===== src/rtl/bcd_scan_ctrl.sv =====
// Scan controller for one shared BCD-to-7-segment decoder: one digit per slot, with blank time and a double-buffered load.
// A load becomes visible one cycle after the next frame boundary. There is no backpressure: a later load overwrites the pending value.
module bcd_scan_ctrl #(
  parameter int N_DIGITS     = 4,
  parameter int DIV_MAX      = 50000,
  parameter int BLANK_CYCLES = 1
) (
  input  logic                  clk,
  input  logic                  rst,
  input  logic [4*N_DIGITS-1:0] data_in,
  input  logic                  load,
  input  logic                  blank_lz,
  output logic [3:0]            bcd_out,
  output logic [N_DIGITS-1:0]   an,
  output logic                  frame_tick,
  output logic                  updated,
  output logic                  pending
);

  localparam int CNT_W = (DIV_MAX > 2) ? $clog2(DIV_MAX) : 1;
  localparam int IDX_W = (N_DIGITS > 2) ? $clog2(N_DIGITS) : 1;
  localparam logic [CNT_W-1:0] CNT_LAST  = CNT_W'(DIV_MAX - 1);
  localparam logic [CNT_W-1:0] CNT_BLANK = CNT_W'(BLANK_CYCLES);
  localparam logic [IDX_W-1:0] IDX_LAST  = IDX_W'(N_DIGITS - 1);

  logic [CNT_W-1:0]      r_cnt;
  logic [IDX_W-1:0]      r_idx;
  logic [4*N_DIGITS-1:0] r_disp;
  logic [4*N_DIGITS-1:0] r_pend;
  logic                  r_pend_v;
  logic                  r_frame_tick;
  logic                  r_updated;

  logic                  w_slot_end;
  logic                  w_fb;
  logic [3:0]            w_nib;
  logic                  w_zero_run;
  logic [N_DIGITS-1:0]   w_lz;

  assign w_slot_end = (r_cnt == CNT_LAST);
  assign w_fb       = w_slot_end && (r_idx == IDX_LAST);

  always_ff @(posedge clk) begin
    if (rst) begin
      r_cnt        <= '0;
      r_idx        <= '0;
      r_disp       <= '0;
      r_pend       <= '0;
      r_pend_v     <= 1'b0;
      r_frame_tick <= 1'b0;
      r_updated    <= 1'b0;
    end else begin
      r_frame_tick <= w_fb;
      r_updated    <= 1'b0;
      if (w_slot_end) begin
        r_cnt <= '0;
        r_idx <= (r_idx == IDX_LAST) ? '0 : r_idx + IDX_W'(1);
      end else begin
        r_cnt <= r_cnt + CNT_W'(1);
      end
      // disp only moves on the frame boundary so a frame never mixes old and new digits
      if (w_fb) begin
        if (load) begin
          r_disp    <= data_in;
          r_pend_v  <= 1'b0;
          r_updated <= 1'b1;
        end else if (r_pend_v) begin
          r_disp    <= r_pend;
          r_pend_v  <= 1'b0;
          r_updated <= 1'b1;
        end
      end else if (load) begin
        r_pend   <= data_in;
        r_pend_v <= 1'b1;
      end
    end
  end

  always_comb begin
    w_nib = '0;
    for (int k = 0; k < N_DIGITS; k++) begin
      if (r_idx == IDX_W'(k)) w_nib = r_disp[4*k +: 4];
    end
  end

  // digit k is a leading zero when it and every more significant nibble are zero
  always_comb begin
    w_zero_run = 1'b1;
    w_lz       = '0;
    for (int k = N_DIGITS - 1; k >= 0; k--) begin
      w_zero_run = w_zero_run & (r_disp[4*k +: 4] == 4'd0);
      w_lz[k]    = blank_lz & w_zero_run & (k != 0);
    end
  end

  always_comb begin
    an = '1;
    for (int k = 0; k < N_DIGITS; k++) begin
      if ((r_idx == IDX_W'(k)) && (r_cnt >= CNT_BLANK) && !w_lz[k]) an[k] = 1'b0;
    end
  end

  assign bcd_out    = w_nib;
  assign frame_tick = r_frame_tick;
  assign updated    = r_updated;
  assign pending    = r_pend_v;

endmodule

===== config.mk =====
export PLATFORM = sky130hd
export DESIGN_NAME = bcd_scan_ctrl
export DESIGN_NICKNAME = d
export VERILOG_FILES = /design/src/rtl/bcd_scan_ctrl.sv
export SDC_FILE = /design/constraint.sdc
export NUM_CORES = 1
export LEC_CHECK = 0
export CAP_MARGIN = 20
export CORE_ASPECT_RATIO = 0.9
export CORE_MARGIN = 4
export CORE_UTILIZATION = 55
export DETAILED_ROUTE_END_ITERATION = 8
export DONT_BUFFER_PORTS = 1
export PLACE_DENSITY = 0.76
export SLEW_MARGIN = 20
export SYNTH_ARGS = -nofsm -noshare
export SYNTH_HDL_FRONTEND = slang
export SYNTH_SLANG_ARGS = --single-unit

===== constraint.sdc =====
create_clock -name clk -period 2.6 [get_ports clk]
set_clock_uncertainty 0.15 [all_clocks]
set_input_delay 0.26 -clock clk [delete_from_list [all_inputs] [get_ports clk]]
set_output_delay 0.26 -clock clk [all_outputs]
set_load 0.005 [all_outputs]

; Word-level counts from Yosys, hierarchy flattened
; Index checks and enable logic that the tools add are counted.
[totals]
in_bits = 20
ff_bits = 53
[op_classes]
reduce_logical = 21
n_bitwise = 6
muxes = 13
n_eq_ne = 4
addsub = 2
order_cmp = 1
[op_table]
columns = operator, n
row1 = $mux W16, 2
row2 = $add A16 B1 Y16 const B, 1
row3 = $eq A16 B16 Y1 const B, 1
row4 = $ge A16 B1 Y1 const B, 1
row5 = $mux W4, 4
row6 = $logic_not A4 Y1, 3
row7 = $logic_and A1 B1 Y1, 8
row8 = $mux W1, 6
row9 = $reduce_or A2 Y1, 3
row10 = $and A1 B1 Y1, 5
row11 = $eq A2 B2 Y1 const B, 2
row12 = $reduce_and A2 Y1, 2
row13 = $logic_not A1 Y1, 3
row14 = $add A2 B1 Y2 const B, 1
row15 = $eq A2 B1 Y1 const B, 1
row16 = $logic_not A2 Y1, 1
row17 = $mux W2, 1
row18 = $reduce_bool A2 Y1, 1
row19 = $not A1 Y1, 1

; Longest topological paths before layout
; Gate-level depths: netlist of run 1.
[logic_depth]
ltp_word = 7
mapped_depth = 7

; Worst setup path before layout of run 1
; Ideal clock, no wire load.
[synth_timing]
path_type = reg2reg
startpoint = reg r_cnt[12]
endpoint = reg r_disp[6]
path_slack_ns = 0.330
period_less_slack_ns = 2.270
n_path_buf = 1
path_stages_with_launch = 6
arrival_time_ns = 1.987
path_cell_list = dfxtp_1 or4_4 or4b_4 nor3_4 buf_4 a311oi_1
[synth_between]
elab_chain_len = 3
[synth_rtl]
columns = element, line_no
row1 = "start, declared", 26  ; logic [CNT_W-1:0] r_cnt;
row2 = "start signal, assigned", 59  ; r_cnt <= r_cnt + CNT_W'(1);
row3 = $eq A16 B16 Y1, 40  ; assign w_slot_end = (r_cnt == CNT_LAST);
row4 = $logic_and A1 B1 Y1, 41  ; assign w_fb = w_slot_end && (r_idx == IDX_LAST);
row5 = $reduce_and A2 Y1 (no source line), -
row6 = "end signal, assigned", 64  ; r_disp <= data_in;
row7 = "end signal, assigned", 68  ; r_disp <= r_pend;
row8 = "end, declared", 28  ; logic [4*N_DIGITS-1:0] r_disp;
; No other way between the ends.
; A chain may end at the register's enable or synchronous reset.

; Worst setup path after layout of run 1
[layout_timing]
startpoint = reg r_cnt[12]
endpoint = reg r_disp[0]
; The elaborated chain is that of the path after synthesis.

==> results of run 1 <==
-- logic make-up after synthesis --
group                    share of synthesized area
adder cells (fa/ha/maj)                    0.03084
XOR/XNOR                                   0.04317
buffers and inverters                      0.05154
AO/OA/AOI/OAI                               0.1700
AND/OR/NAND/NOR                             0.3308
flip-flops                                  0.3736
-- state kept, by name (all words and copies together) (netlist names) --
name and flops:
frame_tick 1, pending 1, r_cnt 16, r_disp 16
r_idx 2, r_pend 16, updated 1
-- critical path, delay by kind of cell (launching register included) --
kind / cells / cell delay [ns]
buffers and inverters: 1 / 0.24
AO/OA/AOI/OAI: 1 / 0.12
AND/OR/NAND/NOR: 3 / 1.43
flip-flops: 1 / 0.35
-- power by group through the flow --
stage / registers (mW) / clock network [mW] / logic [mW]
final: 0.859 / 0.515 / 0.133
after global routing: 0.863 / 0.553 / 0.150
after CTS: 0.859 / 0.518 / 0.133
after detailed placement: 0.878 / 0 / 0.107
after global placement: 0.875 / 0 / 0.104
after floorplan: 0.872 / 0 / 0.107
-- per-stage QoR --
stage / hold slack, ns / cell area, sq um / worst slack (ns) / util / instances
after CTS: 0.0006126 / 3107 / 0.1634 / 0.6308 / 419
after floorplan: 0.2932 / 2840 / 0.3298 / - / 354
final: -0.004379 / 3107 / 0.1501 / 0.6308 / 419
after detailed placement: 0.1936 / 2875 / 0.2079 / 0.5838 / 398
after global placement: 0.1881 / 2875 / 0.2339 / 0.5838 / 398
after global routing: 0.007540 / 3107 / 0.05193 / 0.6308 / 419
-- path summary, 6_finish.rpt --
check                           cells past startpoint  slack [ns]         to  startpoint
worst max register to register                      5        0.15  r_disp[0]   r_cnt[12]
worst min register to register                      2        0.37  r_pend[0]   r_pend[0]
worst min-delay path                                2      -0.004  r_pend[2]         rst
worst max-delay path                                5        0.15  r_disp[0]   r_cnt[12]
-- layer usage --
metal	global-route usage	vias to the layer above	share of wire
met5	0	-	0
met4	0.06270	0	0.011
met3	0.03892	9	0.055
met2	0.3792	68	0.47
met1	0.3238	1254	0.46
li1	-	1282	-
-- area by class of cell --
type	count	area share
multi-input combinational	263	0.5264
sequential	53	0.3415
timing repair buffer	22	0.06363
clock buffer	7	0.03101
tap	65	0.02618
inverter	8	0.009666
clock inverter	1	0.001611
-- layout by cell type, fill, tap and decap left out, types with 2 or more instances in the layout --
cell type      synthesis  layout
dfxtp_1               53      53
nand2_1               44      44
nor2_1                39      38
nand3_1               25      25
nand4b_1              16      16
nand2b_1              16      16
a2bb2oi_1             16      16
a31oi_1               16      16
a311oi_1              16      16
xnor2_1               13      13
dlygate4sd3_1          0      13
a21oi_1               10      10
buf_4                  1       9
inv_1                  8       8
nor4_1                 7       7
nor3_1                 7       7
ha_1                   7       7
clkbuf_8               0       7
o21ai_0                6       6
nand4_1                6       6
nand3b_1               4       4
or4_1                  2       2
or2_2                  2       2
-- timing repair --
action | 4_1_cts | 5_1_grt
endpoints found under the hold margin | 26 | 0
hold buffers | 13 | 0
setup buffers | 0 | 0
==> flow_summary.yaml, run 1 <==
status:
  status: "finished with violations"
  violations: "hold timing"
drt:
  drt_wl_total_um: 7182
  drt_iter0_drc: 205
  vias_per_cell: 6.236
  final_antenna_net_count: 0
  drc: 0
  dr.pass1.iters: 4
  wire_per_inst_um: 17.14
  via_count: 2613
grt:
  grt_max_degree: 44
  grt_pass1_wl_um: 12540
  grt_pass1_vias: 2616
  antenna_found_initial: 0
  grt.overflow.total: 0
  gr-usage-all-layers: 0.2344
synth:
  ys_dominant_reg_cell: "dfxtp_1"
  yosys.area.top_type: "dfxtp_1"
  ys_top_cells_by_area: "dfxtp_1, nand2_1, nor2_1"
  syn_inst: 354
  synthTopCellsByCount: "dfxtp_1, nand2_1, nor2_1"
  synth_fp_nets: 381
  syn-mean-instance-area_sq_um: 8.023
  synth.distinct_cells: 34
  synth-seq-area-share: 0.3736
  synth_seq_cells: 53
  synth_enable_flop_cells: 0
  async_flop_share: 0
  yosysWarnings: 0
  synth_top_area_frac: 0.3736
  synth_most_common_cell: "dfxtp_1"
  synthesis.area_sq_um: 2840
finish:
  final_nets: 380
  drive_above_1_share: 0.07062
  fillers: 439
  multiInputGateArea_sq_um: 1635
  antenna_cells: 0
  seq_area_sq_um: 1061
  syn_to_final_growth_pct: 9.383
critical_path:
  worstPathMaxFanout: 16
  crit_path_start_kind: "flip-flop"
  worstPathArrival_ns: 2.45
  cp_cell_sequence: "or4_4 > or4b_4 > nor3_4 > buf_4 > a311oi_1"
  crit_slowest_cell: "or4b_4"
  cp.required_ns: 2.60
  slowest_delay_ns: 0.64
  worstSetupPathType: "flip-flop to flip-flop"
  end_kind: "flip-flop"
floorplanning:
  core_sq_um: 4925
  die_w_um: 83.75
  die-area_sq_um: 6380
  io_pins: 31
  rows: 24
  die-height_um: 76.18
  initial_core_util: 0.5767
power:
  p_seq_frac: 0.570
  leakage_nw: 1.070
  p_per_area_nw_per_um2: 485.1
  swShare: 0.2398
  power_mw: 1.507
  power.internal_mw: 1.146
  ir_drop_uv: 389.6
  pwr-share-comb: 0.088
  clkPwrFrac: 0.342
  switchingPower_mw: 0.3613
timing:
  final_hold_viol_count: 1
  rsz0062_at_grt: "no"
  slew_viol_final: 0
  fmax_ghz: 0.4082
  slew_headroom: 0.3403
  setup_viol: 0
  finalCritPeriodShare: 0.9423
  period_needed_ns: 2.450
  setup_tns_ns: 0
  tightest_slew_ns: 0.9863
  whs_ns: -0.004379
hold_path:
  hp-class: "input port to flip-flop"
cts:
  clk_latency_ns: 0.31
  cts.clk_slew.worst_paths_ns: 0.10
  cts_made_buffers: 5
  cts_sinks: 53
  clock_path_buffers: 2
  root_buffer: "clkbuf_8"
  cts_resized: 0
  h-tree-depth: 2
  cts_tree: "done"
placed_design:
  place_congestion: 0.7881
  portBuffers: 0
  place_hpwl_um: 4606
job:
  drv_cap: 0
Power figures use the tool's default switching activity.
==> run 2, diff against run 1 <==
--- a/config.mk
+++ b/config.mk
@@ -9,6 +9,7 @@
 export CORE_ASPECT_RATIO = 0.9
 export CORE_MARGIN = 4
 export CORE_UTILIZATION = 55
+export CTS_CLUSTER_SIZE = 14
 export DETAILED_ROUTE_END_ITERATION = 8
 export DONT_BUFFER_PORTS = 1
 export PLACE_DENSITY = 0.76
==> constraint.sdc (replaced) <==
create_clock -name clk -period 2.6 [get_ports clk]
set_clock_uncertainty 0.15 [all_clocks]
set_input_delay 0.26 -clock clk [delete_from_list [all_inputs] [get_ports clk]]
set_output_delay 0.26 -clock clk [all_outputs]
set_load 0.01 [all_outputs]
==> results of run 2 <==
The final DEF is identical to that of run 1. Status: finished with violations: hold timing.
Among the figures that moved: total power 1.507 mW -> 1.508 mW
==> run 3, diff against run 2 <==
--- a/config.mk
+++ b/config.mk
@@ -5,7 +5,6 @@
 export SDC_FILE = /design/constraint.sdc
 export NUM_CORES = 1
 export LEC_CHECK = 0
-export CAP_MARGIN = 20
 export CORE_ASPECT_RATIO = 0.9
 export CORE_MARGIN = 4
 export CORE_UTILIZATION = 55
@@ -13,6 +12,7 @@
 export DETAILED_ROUTE_END_ITERATION = 8
 export DONT_BUFFER_PORTS = 1
 export PLACE_DENSITY = 0.76
+export REMOVE_ABC_BUFFERS = 1
 export SLEW_MARGIN = 20
 export SYNTH_ARGS = -nofsm -noshare
 export SYNTH_HDL_FRONTEND = slang
==> flow_summary.yaml, run 3 (synthesis results as in run 1) <==
status:
  status: "finished with violations"
  violations: "hold timing"
timing:
  whs_ns: -0.002327
  fmax_ghz: 0.4116
  final_hold_viol_count: 1
  slew_viol_final: 0
  slew_headroom: 0.2352
  finalCritPeriodShare: 0.9345
  tightest_slew_ns: 1.143
  rsz0062_at_grt: "no"
  setup_viol: 0
  period_needed_ns: 2.430
critical_path:
  worstPathArrival_ns: 2.43
  worstPathMaxFanout: 11
  crit_slowest_cell: "or4b_4"
  r2r_start: "r_cnt[12]"
  crit_start: "r_cnt[12]"
  end_kind: "flip-flop"
  worstSetupPathType: "flip-flop to flip-flop"
  crit_path_start_kind: "flip-flop"
  cp.required_ns: 2.60
  cp_cell_sequence: "or4_4 > or4b_4 > nor3_4 > buf_4 > a311oi_1"
  slowest_delay_ns: 0.63
power:
  leakage_nw: 1.068
  p_seq_frac: 0.583
  pwr-share-comb: 0.094
  power.internal_mw: 1.117
  clkPwrFrac: 0.323
  ir_drop_uv: 256.3
  p_per_area_nw_per_um2: 473.1
  swShare: 0.2419
  switchingPower_mw: 0.3566
finish:
  multiInputGateArea_sq_um: 1635
  final_cell_mix: "dfxtp_1, nand2_1, nor2_1"
  syn_to_final_growth_pct: 9.692
  final_common_cell: "dfxtp_1"
  reg.largest.list: "r_cnt: 16 flops, r_disp: 16 flops, r_pend: 16 flops"
  antenna_cells: 0
  drive_above_1_share: 0.06761
  post-route-util: 0.6326
  seq_area_sq_um: 1061
  fillers: 429
  final_nets: 382
  instances_no_fill: 420
grt:
  antenna_found_initial: 0
  gr-usage-all-layers: 0.2328
  grt.overflow.total: 0
  grt_pass1_vias: 2514
  grt_pass1_wl_um: 12160
  grt_max_degree: 36
cts:
  cts_sinks: 53
  cts_setup_buffers: 0
  clk_latency_ns: 0.31
  cts_tree: "done"
  h-tree-depth: 2
  cts_made_buffers: 5
  hold_buffers: 15
  root_buffer: "clkbuf_8"
  cts_resized: 0
  clock_path_buffers: 2
  cts.clk_slew.worst_paths_ns: 0.09
floorplanning:
  die-height_um: 76.18
  core_sq_um: 4925
  rows: 24
  die_w_um: 83.75
  io_pins: 31
  die-area_sq_um: 6380
  initial_core_util: 0.5767
placed_design:
  place.detailed.instances: 398
  portBuffers: 0
  place_hpwl_um: 4451
  place_congestion: 0.8336
drt:
  drt_iter0_drc: 215
  final_antenna_net_count: 0
  wire_per_inst_um: 17.36
  drt_wl_total_um: 7292
  via_count: 2684
  drc: 0
  vias_per_cell: 6.390
  dr.pass1.iters: 6
hold_path:
  hp-class: "input port to flip-flop"
  hp-start: "load"
job:
  drv_cap: 0
==> run 3: critical path: cells and delay by family, from the launching register on <==
family / cells / cell delay, ns
compound gates: 1 / 0.11
buf+inv: 1 / 0.22
flops: 1 / 0.35
simple gates: 3 / 1.43
==> run 3: path summary, 6_finish.rpt <==
check | cells past startpoint | slack (ns) | endpoint
worst max-delay path | 5 | 0.17 | r_disp[6]
worst min-delay path | 2 | -0.002 | r_disp[12]
worst max register to register | 5 | 0.17 | r_disp[6]
worst min register to register | 1 | 0.36 | r_cnt[0]
==> run 3: layer usage <==
metal	share of wire	track usage	routed length, um
met1	0.46	0.3140	3342
met2	0.44	0.3569	3235
met3	0.071	0.05405	517
met4	0.027	0.09646	196
met5	0	0	0
==> run 3: cell type report <==
type / instances / share of cell area
clock inverters: 1 / 0.002410
repair buffers: 24 / 0.06988
inverters: 8 / 0.009639
multi-input cells: 263 / 0.5249
well taps: 65 / 0.02610
clock buffers: 6 / 0.02651
flip-flops and latches: 53 / 0.3406
==> run 3: stage by stage <==
stage	worst slack [ns]	power, mW	TNS, ns	instance area [sq um]
after floorplan	-0.2306	0.9624	-4.669	2724
after global placement	0.2504	0.9802	0	2875
after detailed placement	0.2165	0.9844	0	2875
after CTS	0.1787	1.480	0	3115
after global routing	0.07814	1.535	0	3115
final	0.1703	1.474	0	3115
==> run 3: power by group through the flow <==
| stage | combinational (mW) | clock [mW] | sequential, mW |
|---|---|---|---|
| floorplan | 0.0896 | 0 | 0.873 |
| global placement | 0.104 | 0 | 0.876 |
| detailed placement | 0.107 | 0 | 0.878 |
| CTS | 0.138 | 0.484 | 0.859 |
| global route | 0.154 | 0.519 | 0.863 |
| finish | 0.139 | 0.476 | 0.859 |
